File: src/rtl/multdiv_sequencer.sv
// Start/handshake sequencer for the multi-cycle multiply and divide units:
// latches operands, strobes the selected unit's load, counts iterations, returns the result.
module multdiv_sequencer #(
    parameter int ITER  = 32,
    parameter int CNT_W = 6     // 2**CNT_W must exceed ITER
) (
    input  logic        clock,
    input  logic        reset,
    input  logic        ctrl_MULT,
    input  logic        ctrl_DIV,
    input  logic [31:0] data_operandA,
    input  logic [31:0] data_operandB,
    output logic [31:0] unit_operandA,
    output logic [31:0] unit_operandB,
    output logic        mult_counter_zero,
    output logic        div_counter_zero,
    input  logic [31:0] mult_result,
    input  logic        mult_exception,
    input  logic [31:0] div_result,
    input  logic        div_exception,
    output logic [31:0] data_result,
    output logic        data_exception,
    output logic        data_resultRDY,
    output logic        busy
);

    typedef enum logic [1:0] {IDLE, LOAD, RUN, DONE} state_t;
    typedef enum logic {OP_MULT, OP_DIV} op_t;

    localparam logic [CNT_W-1:0] CNT_LAST = CNT_W'(ITER - 1);

    state_t           state, state_nxt;
    op_t              op, op_nxt;
    logic [CNT_W-1:0] cnt, cnt_nxt;
    logic             start;
    logic             finish;
    logic [31:0]      sel_result;
    logic             sel_exception;

    assign start = ctrl_MULT | ctrl_DIV;

    // A start pulse pre-empts whatever is in flight, including the DONE exit edge.
    always_comb begin
        state_nxt = state;
        op_nxt    = op;
        cnt_nxt   = '0;
        finish    = 1'b0;
        if (start) begin
            state_nxt = LOAD;
            op_nxt    = ctrl_DIV ? OP_DIV : OP_MULT;
        end else begin
            case (state)
                IDLE: state_nxt = IDLE;
                LOAD: state_nxt = RUN;
                RUN: begin
                    if (cnt == CNT_LAST) state_nxt = DONE;
                    else                 cnt_nxt   = cnt + 1'b1;
                end
                DONE: begin
                    state_nxt = IDLE;
                    finish    = 1'b1;
                end
                default: state_nxt = IDLE;
            endcase
        end
    end

    // Divide-by-zero forces a zero result regardless of what the divider drives.
    always_comb begin
        sel_result    = mult_result;
        sel_exception = mult_exception;
        if (op == OP_DIV) begin
            sel_result    = div_exception ? 32'd0 : div_result;
            sel_exception = div_exception;
        end
    end

    assign busy              = (state != IDLE);
    assign mult_counter_zero = (state == LOAD) && (op == OP_MULT);
    assign div_counter_zero  = (state == LOAD) && (op == OP_DIV);

    always_ff @(posedge clock) begin
        if (reset) begin
            state          <= IDLE;
            op             <= OP_MULT;
            cnt            <= '0;
            unit_operandA  <= '0;
            unit_operandB  <= '0;
            data_result    <= '0;
            data_exception <= 1'b0;
            data_resultRDY <= 1'b0;
        end else begin
            state          <= state_nxt;
            op             <= op_nxt;
            cnt            <= cnt_nxt;
            data_resultRDY <= finish;
            if (start) begin
                unit_operandA <= data_operandA;
                unit_operandB <= data_operandB;
            end
            if (finish) begin
                data_result    <= sel_result;
                data_exception <= sel_exception;
            end
        end
    end

endmodule

File: config.mk
export PLATFORM = sky130hd
export DESIGN_NAME = multdiv_sequencer
export DESIGN_NICKNAME = d
export VERILOG_FILES = /design/src/rtl/multdiv_sequencer.sv
export SDC_FILE = /design/constraint.sdc
export NUM_CORES = 1
export LEC_CHECK = 0
export ABC_AREA = 1
export CAP_MARGIN = 5
export CORE_MARGIN = 2
export CORE_UTILIZATION = 42
export CTS_CLUSTER_SIZE = 30
export DETAILED_ROUTE_END_ITERATION = 16
export GPL_ROUTABILITY_DRIVEN = 1
export PLACE_DENSITY = 0.87
export SLEW_MARGIN = 20
export SYNTH_ARGS = -nofsm -noshare
export SYNTH_HDL_FRONTEND = slang
export SYNTH_SLANG_ARGS = --single-unit
File: constraint.sdc
create_clock -name clock -period 3.5 [get_ports clock]
set_input_delay 0.7 -clock clock [delete_from_list [all_inputs] [get_ports clock]]
set_output_delay 0.7 -clock clock [all_outputs]
set_load 0.02 [all_outputs]
==> metrics.yaml, run 1 <==
layout.cells.non_filler: 946
setup_tns_ps: 0
io_buffers: 234
fin_skew_ps: 6.052
leakagePower_nw: 2.931
drc: 0
fin_nets: 945
via_per_inst: 4.874
setup_viol: 0
wl_per_cell_um: 13.23
dp_hpwl_um: 9236
vdd_ir_drop_max_uv: 187.5
dp_cells: 930
path_class: "flip-flop to primary output"
core_mm2: 0.01018
cap_violations: 0
grt_use_total_pct: 21.80
synth_area_leaders: "dfxtp_1 49%, nor2_1 18%, o21ai_0 13%"
n_antenna_cell: 0
p_total_mw: 2.546
cts_tree: "done"
hp-class: "flip-flop to flip-flop"
rsz0062_at_grt: "false"
fmax_mhz: 407.9
synth_nets: 736
antenna_found_initial: 0
clkTransAtPathRegs_ps: 90
cts_max_level: 3
cts.repair.resized: 0
hold-worst-slack_ps: 489.9
fill_cells: 825
cp_max_fo: 4
post_cts_buffers: 0
min_from: "cnt[5]"
area_growth_pct: 57.65
period_share_pct: 70.05
ys_ff_latch: 107
dieArea_mm2: 0.01121
initial_core_util_pct: 42.81
synth_top_area_cell: "dfxtp_1"
met1Wirelength_um: 4970
root_buffer: "clkbuf_8"
crit_arrival_ps: 1750
grt_pass1_wl_um: 19750
clk_path_buf_depth: 2
yosysSeqAreaShare_pct: 49.12
slew-limit-headroom_pct: 37.22
numCtsBuffers: 9
drt_iter0_markers: 280
overflow: 0
vias: 4611
synth_top_area_share_pct: 49.12
drt.antenna.violating_nets: 0
crit_path_end_kind: "primary output"
top_layer: "met4"
firstDrtPassIters: 4
synth_warnings: 0
cp.required_ps: 2800
startpoint: "state[1]"
worstSetupStartpointType: "flip-flop"
synth_area_per_cell_um2: 7.316
insertion_delay_ps: 360
worstMarginPinSlew_ps: 940.6
r2r_start: "state[0]"
ios: 235
yosysUniqueCellTypes: 22
power.density_mw_per_mm2: 370.4
die_h_um: 105.9
rows: 37
wl_met2_um: 6083
status: "finished clean"
wl_met3_um: 1150
hold_viol: 0
grt_max_degree: 67
ctsHoldBuffers: 0
fin_crit_ps: 2452
syn_area_mm2: 0.004360
slew_violations: 0
grt_pass1_vias: 4267
synthCells: 596
fp.dieW_um: 105.9
totalWireLength_um: 12510
cts.sinks: 107
gp_congestion: 0.7745
layout-drive-gt1-share_pct: 3.580
flip-flops by register name, indices dropped and copies added, names as in the netlist:
| register | cells |
|---|---|
| cnt | 6 |
| data_exception | 1 |
| data_result | 32 |
| data_resultRDY | 1 |
| op | 1 |
| state | 2 |
| unit_operandA | 32 |
| unit_operandB | 32 |
worst max-delay path, cell delays in order (launching register included):
cell and delay [ps]:
dfxtp_1 350, inv_1 110, ha_1 200, inv_1 50
nor2_1 80, clkdlybuf4s50_1 610
through the flow:
step                      util, %  instance area, µm²  worst slack [ps]
after floorplan                 -                4360              1930
after global placement      65.59                6680              1046
after global routing        67.49                6874             969.3
after detailed placement    65.59                6680             935.1
final                       67.49                6874              1048
after CTS                   67.49                6874              1020
cell families (layout without fill, tap and decap cells):
kind of cell	count (synthesis)	count (layout)	share of synthesized area [%]
xor gates and xnor gates	1	1	0.2009
AOI/OAI and AO/OA	134	134	15.44
and+or+nand+nor	258	258	23.96
adders and majority gates	6	6	1.722
buffers and inverters	90	304	9.555
DFF	107	107	49.12
where the power goes:
group          total (mW)  internal (mW)  switching [mW]  leakage (nW)
Combinational       0.499          0.272           0.227          1.95
Sequential           1.30           1.27          0.0296         0.881
Clock               0.743          0.347           0.396        0.0991
cell usage in the layout, fill, tap and decap left out, drive strengths merged:
cell type      count
clkdlybuf4s50    234
nor2             205
o21ai            130
dfxtp            107
inv               48
nand3             37
nand2             13
clkbuf            11
ha                 6
buf                5
clkinv             4
a21oi              3
nor3               2
xor2               1
a21boi             1
or2                1
bufinv             1
clkinvlp           1
area by class of cell:
class | instances | area, µm² | share of cell area [%]
multi-input combinational | 399 | 1802 | 26.21
clock inverter | 5 | 52.55 | 0.7645
sequential | 107 | 2143 | 31.18
tap | 136 | 170.2 | 2.475
timing repair buffer | 239 | 2380 | 34.62
clock buffer | 11 | 141.4 | 2.057
inverter | 49 | 185.2 | 2.694
Yosys cell counts, drive strengths merged:
| cell | instances |
|---|---|
| nand2 | 13 |
| buf | 27 |
| o21ai | 130 |
| clkbuf | 14 |
| nand3 | 37 |
| a21boi | 1 |
| ha | 6 |
| nor2 | 205 |
| dfxtp | 107 |
| or2 | 1 |
| inv | 48 |
| clkinv | 1 |
| xor2 | 1 |
| nor3 | 2 |
| a21oi | 3 |
per-layer routing:
layer  GRT usage, %  vias to the layer above
li1               -                     2302
met1          25.17                     2084
met2          37.33                      199
met3          6.254                       26
met4          10.06                        0
met5              0                        -
worst paths after layout:
path	to	slack, ps	depth (start not counted)
hold reg to reg	cnt[5]	490	2
setup / recovery	mult_counter_zero	1050	5
hold / removal	cnt[5]	490	2
setup reg to reg	data_result[1]	1670	5
Note: power is estimated with default switching activity, not from simulation.
==> run 2: changes to the inputs <==
CORE_UTILIZATION = 35   (was 42)
PLACE_DENSITY = 0.77   (was 0.87)
clock period = 2.2 ns   (was 3.5 ns; I/O delays follow)
==> metrics.yaml, run 2 (synthesized netlist as in run 1, its figures left out) <==
seqCellArea_mm2: 0.002143  # unchanged
swShare_pct: 23.68  # was 25.63%
status: "finished clean"  # unchanged
firstDrtPassIters: 4  # unchanged
dp_hpwl_um: 8842  # was 9236 µm
core_mm2: 0.01206  # was 0.01018 mm²
drc: 0  # unchanged
cp_max_fo: 2  # was 4
insertion_delay_ps: 330  # was 360 ps
timing.critical_path.buf_inv: 1  # was 3
cts.sinks: 107  # unchanged
period_share_pct: 82.34
grt_max_degree: 85  # was 67
worstSetupStartpointType: "flip-flop"  # unchanged
numCtsBuffers: 9  # unchanged
wl_per_cell_um: 12.63  # was 13.23 µm
layout-drive-gt1-share_pct: 3.576  # was 3.580%
final_common_cell: "clkdlybuf4s50_1"  # unchanged
cp.depth: 1  # was 5
area_growth_pct: 62.87  # was 57.65%
combPwrFrac_pct: 17.3  # was 19.6%
mostFrequentLayoutCells: "231 x clkdlybuf4s50_1, 204 x nor2_1, 111 x o21ai_0"  # was 234 x clkdlybuf4s50_1, 204 x nor2_1, 111 x o21ai_0
slowest_stage: "clkdlybuf4s50_1"  # unchanged
grt_pass1_wl_um: 18980  # was 19750 µm
cts.repair.resized: 0  # unchanged
clock_power_share_pct: 38.0  # was 29.2%
clkTransAtPathRegs_ps: 70  # was 90 ps
ios: 235  # unchanged
leakagePower_nw: 3.052  # was 2.931 nW
via_per_inst: 4.554  # was 4.874
power.density_mw_per_mm2: 651.8  # was 370.4 mW/mm²
cts_tree: "done"  # unchanged
slew_violations: 0  # unchanged
worstMarginPinSlew_ps: 562.6  # was 940.6 ps
vdd_ir_drop_max_uv: 318.4  # was 187.5 µV
fin_skew_ps: 6.968  # was 6.052 ps
p_switching_mw: 1.096  # was 652.7 µW
fin_nets: 946  # was 945
grt_pass1_vias: 3868  # was 4267
holdPathStages: 1  # was 2
n_antenna_cell: 0  # unchanged
overflow: 0  # unchanged
fill_cells: 1109  # was 825
p_total_mw: 4.629  # was 2.546 mW
fp.dieW_um: 115.6  # was 105.9 µm
drt.antenna.violating_nets: 0  # unchanged
clk_path_buf_depth: 2  # unchanged
r2r_slack_ps: 590  # was 1670 ps
drt_iter0_markers: 223  # was 280
cp.required_ps: 1760  # was 2800 ps
multiInputGateArea_mm2: 0.001802  # unchanged
vias: 4458  # was 4611
cts_max_level: 3  # unchanged
rsz0062_at_grt: "false"  # unchanged
top_regs: "data_result x32, unit_operandA x32, unit_operandB x32"  # unchanged
seqPwrFrac_pct: 44.8  # was 51.2%
cap_violations: 0  # unchanged
root_buffer: "clkbuf_16"  # was clkbuf_8
antenna_found_initial: 0  # unchanged
setup_viol: 0  # unchanged
cp_top_family: "buffers and inverters"  # unchanged
post_cts_buffers: 0  # unchanged
fmax_mhz: 552.1
ctsHoldBuffers: 0  # unchanged
rows: 40  # was 37
crit_path_cell_trace: "clkdlybuf4s50_1"  # was inv_1 > ha_1 > inv_1 > nor2_1 > clkdlybuf4s50_1
reg2reg_depth: 5  # unchanged
hold_viol: 0  # unchanged
setup_tns_ps: 0  # unchanged
crit_arrival_ps: 1370  # was 1750 ps
io_buffers: 234  # unchanged
totalWireLength_um: 12370  # was 12510 µm
gp_congestion: 0.7653  # was 0.7745
crit_path_end_kind: "primary output"  # unchanged
grt_use_total_pct: 17.83  # was 21.80%
initial_core_util_pct: 36.15  # was 42.81%
slew-limit-headroom_pct: 62.49  # was 37.22%
fin_crit_ps: 1811
cp_slowest_stage_delay_ps: 700  # was 610 ps
path_class: "flip-flop to primary output"  # unchanged
dieArea_mm2: 0.01337  # was 0.01121 mm²
die_h_um: 115.6  # was 105.9 µm
hp-class: "flip-flop to flip-flop"  # unchanged
p_int_mw: 3.533  # was 1.894 mW
run 2: area by class of cell:
type,instances,area share (%)
clock inverters,3,0.9690
multi-input cells,399,25.37
repair buffers,240,34.25
inverters,49,2.607
clock buffers,13,3.665
well taps,168,2.960
flip-flops and latches,107,30.18
run 2: metal layers:
metal	GRT usage [%]	part of all wire, %	vias to the layer above
li1	-	-	2309
met1	22.22	43	1938
met4	6.984	2.2	0
met2	28.97	45	192
met5	0	0	-
met3	5.492	9.8	19
run 2: path summary, 6_finish.rpt:
kind,start,to
worst max-delay path,data_exception,data_exception
worst min-delay path,cnt[0],cnt[0]
worst min register to register,cnt[0],cnt[0]
worst max register to register,state[0],data_result[31]
run 2: through the flow:
step	hold slack, ps	instances	utilization, %	instance area, µm²	setup WS (ps)
finish	468.2	979	58.88	7102	388.6
global route	493.0	979	58.88	7102	303.2
CTS	467.9	979	58.82	7094	67.70
detailed placement	450.5	963	56.09	6765	122.0
global placement	430.7	963	56.09	6765	156.7
floorplan	417.6	596	-	4360	889.7
run 2: power by group through the flow:
| stage | sequential, mW | combinational, mW | clock, mW |
|---|---|---|---|
| finish | 2.07 | 0.800 | 1.76 |
| global route | 2.08 | 0.871 | 1.89 |
| CTS | 2.07 | 0.809 | 1.80 |
| detailed placement | 2.12 | 0.807 | 0 |
| global placement | 2.11 | 0.801 | 0 |
| floorplan | 2.22 | 0.235 | 0 |
==> RTL edit: new RTL, settings of run 2 <==
`CNT_W`: 6 -> 12.
--- a/src/rtl/multdiv_sequencer.sv
+++ b/src/rtl/multdiv_sequencer.sv
@@ -2,7 +2,7 @@
 // latches operands, strobes the selected unit's load, counts iterations, returns the result.
 module multdiv_sequencer #(
     parameter int ITER  = 32,
-    parameter int CNT_W = 6     // 2**CNT_W must exceed ITER
+    parameter int CNT_W = 12     // 2**CNT_W must exceed ITER
 ) (
     input  logic        clock,
     input  logic        reset,
Formal check against the unedited RTL: same outputs for any inputs over 10 cycles, from zero or initial values and one cycle with reset high; that may be too few to reach the edited logic, so the function may still have changed.
==> RTL edit against run 2 <==
Sequential share of layout area shrank 0.13 points; power grew 26%; sequential cell count grew 6; first-iteration DRC count grew 44%; via count grew 4.1%; cell area grew 6.0%; sequential power grew 6%; synthesized cell count shrank 4.9%; combinational power shrank 4.1%; wire length grew 12%; setup slack lost 0.17 ns; area after synthesis grew 0.92%.
==> RTL edit: results (changes against run 2) <==
* Outcome: finished clean
* Minimum hold slack at 0.461 ns (-0.00681 ns)
* Drt total wl at 13.8 mm (+12%)
* Final RePlAce weighted congestion at 0.798 (+4.3%)
* H-tree depth at 4 (+1)
* Number of buffers created by CTS at 17 (+8)
* Share of the yosys chip area belonging to registers at 51.4% (+2.3 points)
* Cell types with the highest counts after synthesis: nor2_1 (145), dfxtp_1 (113), o21ai_0 (86)
* Root buffer cell: clkbuf_16
* Total inserted antenna cells at 0 (unchanged)
* Worst setup slack after placement at 0.241 ns (+0.119 ns)
* Maximum VDD drop at 0.401 mV (+26%)
* Clock input transition at the sequential cells of the worst setup and hold paths at 0.05 ns (-0.02 ns)
* Largest driver fanout on the critical path at 4 (+2)
* Stage delay of the slowest cell on the critical path at 0.36 ns (-0.34 ns)
* First-pass iteration count of the detailed router at 4 (unchanged)
* Post-synthesis xor/xnor area fraction at 1.19% (+0.99 points)
* Cell Count Post-Placement at 944 (-2.0%)
* Post-Place Cell Area at 6900 um2 (+2.0%)
* Depth of the most critical reg-to-reg path at 8 (+3)
* Clock latency on the worst-skew pair at 0.40 ns (+0.07 ns)
* Worst flop-to-flop path startpoint: cnt[0]$_SDFF_PP0_
* Number of cells upsized or downsized after cts at 3 (+3)
* Number of antenna violations at the first check in global routing at 0 (unchanged)
* Wire length of the first global-routing pass at 21.1 mm (+11%)
* Share of final-layout standard cells stronger than drive strength 1 at 7.92% (+4.3 points)
* Number of global-route vias before repair at 4514 (+17%)
* Reg2Reg Capture Point: cnt[8]$_SDFF_PP0_
* Worst relative slew slack at 66.2% (+3.7 points)
* Static leakage at 3.00 nW (-1.8%)
* Number of fill cells in the layout at 1063 (-4.1%)
* Reg2reg setup slack at 0.52 ns (-0.07 ns)
* Estimated wirelength of the detail-placed design at 10.1 mm (+14%)
* HP Start: cnt[0]$_SDFF_PP0_
* Via count of the routed design at 4639 (+4.1%)
* Async SR Flop Fraction at 0% (unchanged)
* Maximum number of buffers from clock root to sink at 2 (unchanged)
* DRC violation total after the first TritonRoute iteration at 322 (+44%)
* Area fraction in compound gates after synthesis at 19.6% (+4.2 points)
* Count of distinct cell types in the synthesized netlist at 27 (+23%)
* Mean cell area of the mapped netlist at 7.76 um2 (+6.1%)
* Cells taking the most area after synthesis: dfxtp_1 (51%), nor2_1 (12%), o21ai_0 (9.8%)
* Endpoint of the worst hold path: cnt[0]$_SDFF_PP0_
* Post-CTS setup-driven buffer insertion count at 0 (unchanged)
* Setup clock skew after layout at 0.00504 ns (-0.00193 ns)
* Input/output buffers at 234 (unchanged)
* Global router's overall resource usage at 19.9% (+2.1 points)
* Largest net degree at the start of global routing at 71 (-16%)
* Power density over cell area at 776 nW/um2 (+19%)
* Number of nets produced by synthesis at 707 (-3.9%)
* Top flop regs: data_result: 32 flops, unit_operandA: 32 flops, unit_operandB: 32 flops
* Avg WL per Cell at 14.2 um (+12%)
* Standard cell with the maximum stage delay on the critical path: dlygate4sd2_1
* Adder and majority cell fraction of the synthesized area at 1.71% (-0.016 points)
* Critical Path AT at 1.54 ns (+0.17 ns)
RTL edit: cell count changes after synthesis, sizes merged, moves of 6 or more:
cell / run 2 / this run
a21oi: 3 / 69
nor2: 205 / 159
nand2: 13 / 48
o21ai: 130 / 96
inv: 48 / 17
nand3: 37 / 8
dfxtp: 107 / 113
RTL edit: cell type report:
type                       count  area share, %
sequential                   113           30.1
timing repair buffer         246           32.8
tap                          168           2.79
clock buffer                  22           6.30
inverter                      17          0.848
clock inverter                10           2.08
multi-input combinational    400           25.2
RTL edit: power breakdown:
part / switching (mW) / leakage [nW] / internal, mW / total [mW]
sequential: 0.0481 / 0.929 / 2.14 / 2.19
clock: 0.911 / 0.310 / 1.98 / 2.89
combinational: 0.344 / 1.76 / 0.423 / 0.767
RTL edit: worst max-delay path by stage:
stage | slack, ns | cells after the start | endpoint | startpoint
floorplan | 0.88 | 7 | cnt[11]$_SDFF_PP0_ | cnt[0]$_SDFF_PP0_
global placement | 0.34 | 6 | cnt[6]$_SDFF_PP0_ | ctrl_DIV
detailed placement | 0.24 | 7 | data_result[25]$_SDFFE_PP0P_ | ctrl_DIV
CTS | 0.18 | 5 | mult_counter_zero | state[1]$_SDFFE_PP0P_
global route | 0.10 | 5 | mult_counter_zero | state[1]$_SDFFE_PP0P_
finish | 0.22 | 5 | mult_counter_zero | state[1]$_SDFFE_PP0P_
RTL edit: per-layer routing:
layer  vias up  global-route usage, %  part of all wire (%)
met5         -                      0                     0
met4         0                   8.25                   1.9
met3        23                   6.28                   9.0
met2       208                   35.0                    49
met1      2096                   22.3                    40
li1       2312                      -                     -
RTL edit: logic make-up (layout without fill, tap and decap cells):
logic type	Yosys count	count (layout)
AOI/OAI and AO/OA	168	168
xor gates and xnor gates	6	6
adders and majority gates	6	6
buffers and inverters	54	295
DFF	113	113
and+or+nand+nor	220	220
